[config.mk]
export PLATFORM = sky130hd
export DESIGN_NAME = multi_seven_seg
export DESIGN_NICKNAME = d
export VERILOG_FILES = /design/src/rtl/multi_seven_seg.sv
export SDC_FILE = /design/constraint.sdc
export NUM_CORES = 1
export LEC_CHECK = 0
export ABC_AREA = 1
export CORE_MARGIN = 1.5
export CORE_UTILIZATION = 45
export CTS_CLUSTER_DIAMETER = 80
export CTS_CLUSTER_SIZE = 30
export DETAILED_ROUTE_END_ITERATION = 6
export GPL_TIMING_DRIVEN = 0
export PLACE_DENSITY = 0.7
export SYNTH_ARGS = -nofsm -noshare
export SYNTH_HDL_FRONTEND = slang
export SYNTH_HIERARCHICAL = 1
export SYNTH_SLANG_ARGS = --single-unit
[constraint.sdc]
create_clock -name clk -period 1.9 [get_ports clk]
set_input_delay 0.38 -clock clk [delete_from_list [all_inputs] [get_ports clk]]
set_output_delay 0.38 -clock clk [all_outputs]
set_load 0.005 [all_outputs]
[src/rtl/multi_seven_seg.sv]
// rtl/multi_seven_seg.sv - N-digit multiplexed seven-segment driver with dead-time and per-frame snapshot
// Includes the seven_segment hex decoder it reuses.

module seven_segment (
  input  logic [3:0] hex,
  output logic [6:0] seg
);
  // Active-low segments, seg[0] = a ... seg[6] = g.
  always_comb begin
    seg = 7'h7F;
    case (hex)
      4'h0: seg = 7'h40;
      4'h1: seg = 7'h79;
      4'h2: seg = 7'h24;
      4'h3: seg = 7'h30;
      4'h4: seg = 7'h19;
      4'h5: seg = 7'h12;
      4'h6: seg = 7'h02;
      4'h7: seg = 7'h78;
      4'h8: seg = 7'h00;
      4'h9: seg = 7'h10;
      4'hA: seg = 7'h08;
      4'hB: seg = 7'h03;
      4'hC: seg = 7'h46;
      4'hD: seg = 7'h21;
      4'hE: seg = 7'h06;
      4'hF: seg = 7'h0E;
      default: seg = 7'h7F;
    endcase
  end
endmodule

module multi_seven_seg #(
  parameter int NUM_DIGITS  = 2,
  parameter int REFRESH_DIV = 24000,
  parameter int DEAD_CYCLES = 480
) (
  input  logic                                            clk,
  input  logic                                            reset,
  input  logic [4*NUM_DIGITS-1:0]                         digits,
  input  logic [NUM_DIGITS-1:0]                           digit_en,
  input  logic                                            lz_blank,
  output logic [NUM_DIGITS-1:0]                           anode,
  output logic [6:0]                                      seg,
  output logic [(NUM_DIGITS > 1 ? $clog2(NUM_DIGITS) : 1)-1:0] digit_idx,
  output logic                                            frame_tick
);
  localparam int IW = (NUM_DIGITS > 1) ? $clog2(NUM_DIGITS) : 1;
  localparam int CW = $clog2(REFRESH_DIV);
  localparam logic [CW-1:0] CNT_LAST = CW'(REFRESH_DIV - 1);
  localparam logic [CW-1:0] CNT_DEAD = CW'(DEAD_CYCLES);
  localparam logic [IW-1:0] IDX_LAST = IW'(NUM_DIGITS - 1);

  logic [CW-1:0]           cnt;
  logic [4*NUM_DIGITS-1:0] snap;
  logic                    frame_start;
  logic                    upper_zero;
  logic [NUM_DIGITS-1:0]   suppress;
  logic [NUM_DIGITS-1:0]   onehot;
  logic [3:0]              cur_nibble;
  logic                    cur_en;
  logic                    cur_sup;
  logic                    lit;
  logic [6:0]              dec_seg;

  seven_segment u_dec (
    .hex (cur_nibble),
    .seg (dec_seg)
  );

  // Blanking scans from the top digit down over the frozen snapshot.
  always_comb begin
    upper_zero = 1'b1;
    suppress   = '0;
    for (int i = NUM_DIGITS - 1; i >= 0; i--) begin
      upper_zero  = upper_zero && (snap[4*i +: 4] == 4'h0);
      suppress[i] = lz_blank && upper_zero && (i != 0);
    end
  end

  always_comb begin
    cur_nibble = 4'h0;
    cur_en     = 1'b0;
    cur_sup    = 1'b0;
    onehot     = '0;
    for (int i = 0; i < NUM_DIGITS; i++) begin
      if (digit_idx == IW'(i)) begin
        cur_nibble = snap[4*i +: 4];
        cur_en     = digit_en[i];
        cur_sup    = suppress[i];
        onehot[i]  = 1'b1;
      end
    end
    frame_start = (cnt == '0) && (digit_idx == '0);
    lit         = (cnt >= CNT_DEAD) && cur_en && !cur_sup;
  end

  always_ff @(posedge clk) begin
    if (reset) begin
      cnt        <= '0;
      digit_idx  <= '0;
      snap       <= '0;
      frame_tick <= 1'b0;
      anode      <= '0;
      seg        <= 7'h7F;
    end else begin
      frame_tick <= frame_start;
      if (frame_start) begin
        snap <= digits;
      end
      if (cnt == CNT_LAST) begin
        cnt       <= '0;
        digit_idx <= (digit_idx == IDX_LAST) ? '0 : digit_idx + 1'b1;
      end else begin
        cnt <= cnt + 1'b1;
      end
      // Outputs follow the slot state by one cycle.
      anode <= lit ? onehot : '0;
      seg   <= lit ? dec_seg : 7'h7F;
    end
  end
endmodule

Yosys cells after proc, flatten, opt, wreduce, memory -nomap -nowiden --
Memory sizes are Yosys's and may differ from the RTL's. A register that Yosys moved wholly into a read port is not among the register bits. Cells that the tools add are included.
Storage, ports and cells: bits in registers 27, logic and storage cells 27, ROM bits 112, memories 1, input bits 13
Memory list:
- (no name shown) | words 16, bits a word 7, read ports 1, clocked after memory_dff 1, wr ports 0, line 11 | case (hex)
Cells by class: add/subtract/negate cells 2, reduce and logical (&&, ||, !) cells 9, order comparisons 1, equality and inequality tests 1, bitwise logic cells 2, mux-type cells 6
Operators with widths (number):
- 15-bit by 1-bit adder with 15-bit output, second input constant | 1
- 15-bit == test, second input constant | 1
- 15-bit by 9-bit greater-or-equal comparator with 1-bit output, second input constant | 1
- 15-bit zero test | 1
- 1-bit 2-to-1 mux | 5
- 1-bit logical AND | 4
- 4-bit zero test | 1
- 4-bit 2-to-1 mux | 1
- 2-bit OR reduction | 2
- 1-bit NOT | 2
- 1-bit adder, second input constant | 1
- 1-bit zero test | 1

Logic depth before layout (Yosys ltp) --
depth after elaboration 7, depth in mapped cells 11

Hierarchy --
The synthesis kept the hierarchy.
Modules (own cells, without submodules):
- multi_seven_seg | area an instance 1612.8 sq um, cells each 225, sequential area each 680.7 sq um, times used 1
- seven_segment | area an instance 274.0 sq um, cells each 49, sequential area each 0.0 sq um, times used 1

Least setup slack after synthesis --
OpenSTA, ideal clock, no wires.
kind register to register, from reg digit_idx, to reg seg[3], library setup time 0.136 ns, stages on the path, launching flop included 10, required time 1.764 ns, path slack 0.046 ns, period minus slack after synthesis 1.854 ns, data arrival time 1.718 ns, buffers on the path 1, cells stage by stage dfxtp_1 clkbuf_1 o21ai_0 inv_1 ha_1 nand2_1 nand3_1 nand2_1 inv_1 nand4_1
Between the ends: elaborated cells on any way between the ends 8, those cells by class 3 x mux; 1 x bitwise; 4 x reduce/logical
RTL lines:
- from (decl) | line 45 | output logic [(NUM_DIGITS > 1 ? $clog2(NUM_DIGITS) : 1)-1:0] digit_idx,
- from (signal assigned) | line 113 | digit_idx <= (digit_idx == IDX_LAST) ? '0 : digit_idx + 1'b1;
- 4-bit 2-to-1 mux | line 87 | if (digit_idx == IW'(i)) begin
- named net cur_nibble[1] | line 60 | logic [3:0] cur_nibble;
- to (decl) | line 44 | output logic [6:0] seg,
The timed path passes the listed nets, and every way through them passes these cells. A chain may end at the register's enable or synchronous reset.

Worst setup path after layout --
Ends and elaborated chain as after synthesis.

==> impl_metrics.env <==
export IMPL_synthArstFlopShare_pct=0
export IMPL_clkTransAtPathRegs_ns=0.07
export IMPL_synth_top_cell_by_area="dfxtp_1"
export IMPL_synth_nets=296
export IMPL_drv_cap=0
export IMPL_gp_congestion=0.797
export IMPL_dp_cells=347
export IMPL_rsz0062_at_grt="false"
export IMPL_dp_hpwl_um=2610
export IMPL_via_count=1618
export IMPL_antenna_found_initial=0
export IMPL_drcViolationCount=0
export IMPL_synth_edf_count=0
export IMPL_end_kind="flop"
export IMPL_portBuffers=23
export IMPL_fin_area_um2=2300
export IMPL_cts_buffers_inserted=5
export IMPL_grt_max_degree=11
export IMPL_placed_area_um2=2180
export IMPL_chipHeight_um=67.8
export IMPL_p_leak_nw=1.01
export IMPL_cts_sinks=34
export IMPL_drtAntennaViolNets=0
export IMPL_setup_viol=0
export IMPL_vias_per_cell=4.56
export IMPL_io_pins=24
export IMPL_critical_path_slowest_cell="dfxtp_2"
export IMPL_drt_iter0_drc=140
export IMPL_worstHoldPathCells=1
export IMPL_cts_hold_buf=0
export IMPL_first_global_vias=1468
export IMPL_drive_gt1_share_pct=13.8
export IMPL_synth_area_um2=1890
export IMPL_first_pass_iters=4
export IMPL_cts_buffer_depth=2
export IMPL_clkLatencyLatePin_ns=0.29
export IMPL_finClkSkew_ns=0.00482
export IMPL_synth_cell_types=25
export IMPL_final_util_pct=57.1
export IMPL_period_needed_ns=1.73
export IMPL_fin_crit_sh_pct=91.1
export IMPL_die_x_um=67.8
export IMPL_reg2reg_from="digit_idx"
export IMPL_worstPathCellList="clkbuf_4 > o21ai_2 > inv_1 > ha_1 > nand2_1 > nand3_1 > nand2_1 > inv_1 > nand4_1"
export IMPL_r2r_end="seg[3]"
export IMPL_critPathKind="reg2reg"
export IMPL_syn_inst=274
export IMPL_cts_tree="built"
export IMPL_synth_area_leaders="dfxtp_1 (36%), nand2_1 (15%), inv_1 (7.6%)"
export IMPL_yosys_area_top_type_share_pct=36.1
export IMPL_design_core_area_um2=4030
export IMPL_critPathRequiredTime_ns=2.05
export IMPL_routedWlPerCell_um=9.90
export IMPL_hold_path_class="reg2reg"
export IMPL_grt_pass1_wl_um=6400
export IMPL_cts_root_buf="clkbuf_8"
export IMPL_wl_um=3510
export IMPL_arrival_ns=1.88
export IMPL_hold_violations=0
export IMPL_htree_levels=2
export IMPL_fillers=428
export IMPL_worst_r2r_path_depth=9
export IMPL_worst_r2r_setup_slack_ns=0.17
export IMPL_start_util_pct=46.8
export IMPL_cts_resized=6
export IMPL_area_growth_pct=22.0
export IMPL_synth_warnings=6
export IMPL_rows=23
export IMPL_maxSlewViolCount=0
export IMPL_fmax_mhz=578
export IMPL_ir_worst_vdd_mv=0.523
export IMPL_synth_seq_area_share_pct=36.1
export IMPL_track_usage_pct=18.6
export IMPL_die_area_um2=4590
export IMPL_grt_overflow=0
export IMPL_powerDensity_nw_per_um2=718
export IMPL_ys_flop_type="dfxtp_1"
export IMPL_ys_ff_latch=34
export IMPL_slowest_delay_ns=0.35
export IMPL_num_antenna_cells=0
export IMPL_status="finished, final reports clean"
export IMPL_slew_headroom_pct=66.0
export IMPL_path_max_fanout=10
export IMPL_layout_nets=326
export IMPL_worstSetupStartpointType="flop"
export IMPL_hp_start="cnt[0]"
export IMPL_worst_pin_slew_ns=0.508
export IMPL_fin_cells=355
export IMPL_min_to="cnt[0]"
export IMPL_syn_avg_cell_area_um2=6.89
export IMPL_cts_setup_buffers=0
==> layer usage <==
| layer | GRT usage (%) | share of wire [%] |
|---|---|---|
| met1 | 24.4 | 51 |
| met2 | 27.9 | 42 |
| met3 | 5.17 | 4.6 |
| met4 | 9.18 | 2.1 |
| met5 | 0 | 0 |
==> worst max path at each step <==
stage	from	slack, ns	end
after global routing	digit_idx	0.02	seg[3]
final	digit_idx	0.17	seg[3]
after global placement	digit_idx	-0.25	seg[3]
after CTS	digit_idx	0.07	seg[3]
after floorplan	digit_idx	0.05	seg[3]
after detailed placement	digit_idx	-0.29	seg[3]
==> cell type report <==
cell class / count / area [µm²] / area share (%)
Multi-Input combinational cell: 192 / 1000 / 43.5
Sequential cell: 34 / 682 / 29.6
Timing Repair Buffer: 23 / 230 / 10.0
Inverter: 43 / 161 / 7.01
Clock buffer: 8 / 110 / 4.78
Tap cell: 50 / 62.6 / 2.72
Buffer: 5 / 55.1 / 2.39
==> registers in the layout, summed over array words and instances, names as in the netlist <==
signal / cells
digit_idx: 1
frame_tick: 1
anode: 2
cnt: 15
snap: 8
seg: 7
==> report_power, final <==
group          switching [W]  internal [W]  leakage (nW)  total [W]
Clock               0.000251      0.000366        0.0575   0.000617
Sequential         0.0000156      0.000742         0.278   0.000757
Combinational       0.000162      0.000116         0.677   0.000278
Total               0.000429       0.00122          1.01    0.00165
==> cells in the mapped netlist (2+ instances only) <==
cell type  number
nand4_1        13
nand2_1        73
a21oi_1         3
buf_6           2
nand3_1        19
inv_2           4
nand3_2         2
inv_1          38
xnor2_1         2
nor2_2         12
nor2_1         38
dfxtp_1        34
nand2_2         4
o21ai_0         6
xor2_1          6
ha_1            9
==> logic make-up after synthesis <==
logic type / Yosys count / synth area share (%)
fa+ha+maj: 9 / 5.97
buf+inv: 48 / 11.3
xor+xnor: 8 / 3.71
flops: 34 / 36.1
compound gates: 11 / 3.12
simple gates: 164 / 39.9
==> placed cells by master (no fill, tap or decap), types with 2 or more instances in the layout <==
| cell | count |
|---|---|
| nand2_1 | 73 |
| inv_1 | 38 |
| nor2_1 | 38 |
| dfxtp_1 | 33 |
| clkdlybuf4s50_1 | 23 |
| nand3_1 | 19 |
| nand4_1 | 13 |
| nor2_2 | 12 |
| ha_1 | 9 |
| clkbuf_8 | 8 |
| xor2_1 | 6 |
| o21ai_0 | 4 |
| nand2_2 | 4 |
| inv_2 | 4 |
| o21ai_2 | 3 |
| a21oi_1 | 3 |
| nand3_2 | 2 |
| xnor2_1 | 2 |
| buf_6 | 2 |
==> through the flow <==
step	setup slack [ns]	hold WS [ns]	total power (W)	TNS [ns]
2_1_floorplan	0.0456	0.449	0.000978	0
3_3_place_gp	-0.247	0.462	0.00105	-1.12
3_5_place_dp	-0.287	0.471	0.00105	-1.49
4_1_cts	0.0727	0.488	0.00167	0
5_1_grt	0.0202	0.496	0.00176	0
6_report	0.169	0.486	0.00165	0
==> worst max-delay path, delay by kind of cell (launching register included) <==
family / cells / cell delay [ns]
buffers and inverters: 3 / 0.39
flip-flops: 1 / 0.35
AO/OA/AOI/OAI: 1 / 0.29
AND/OR/NAND/NOR: 4 / 0.24
adder cells (fa/ha/maj): 1 / 0.33
Power figures use the tool's default switching activity.
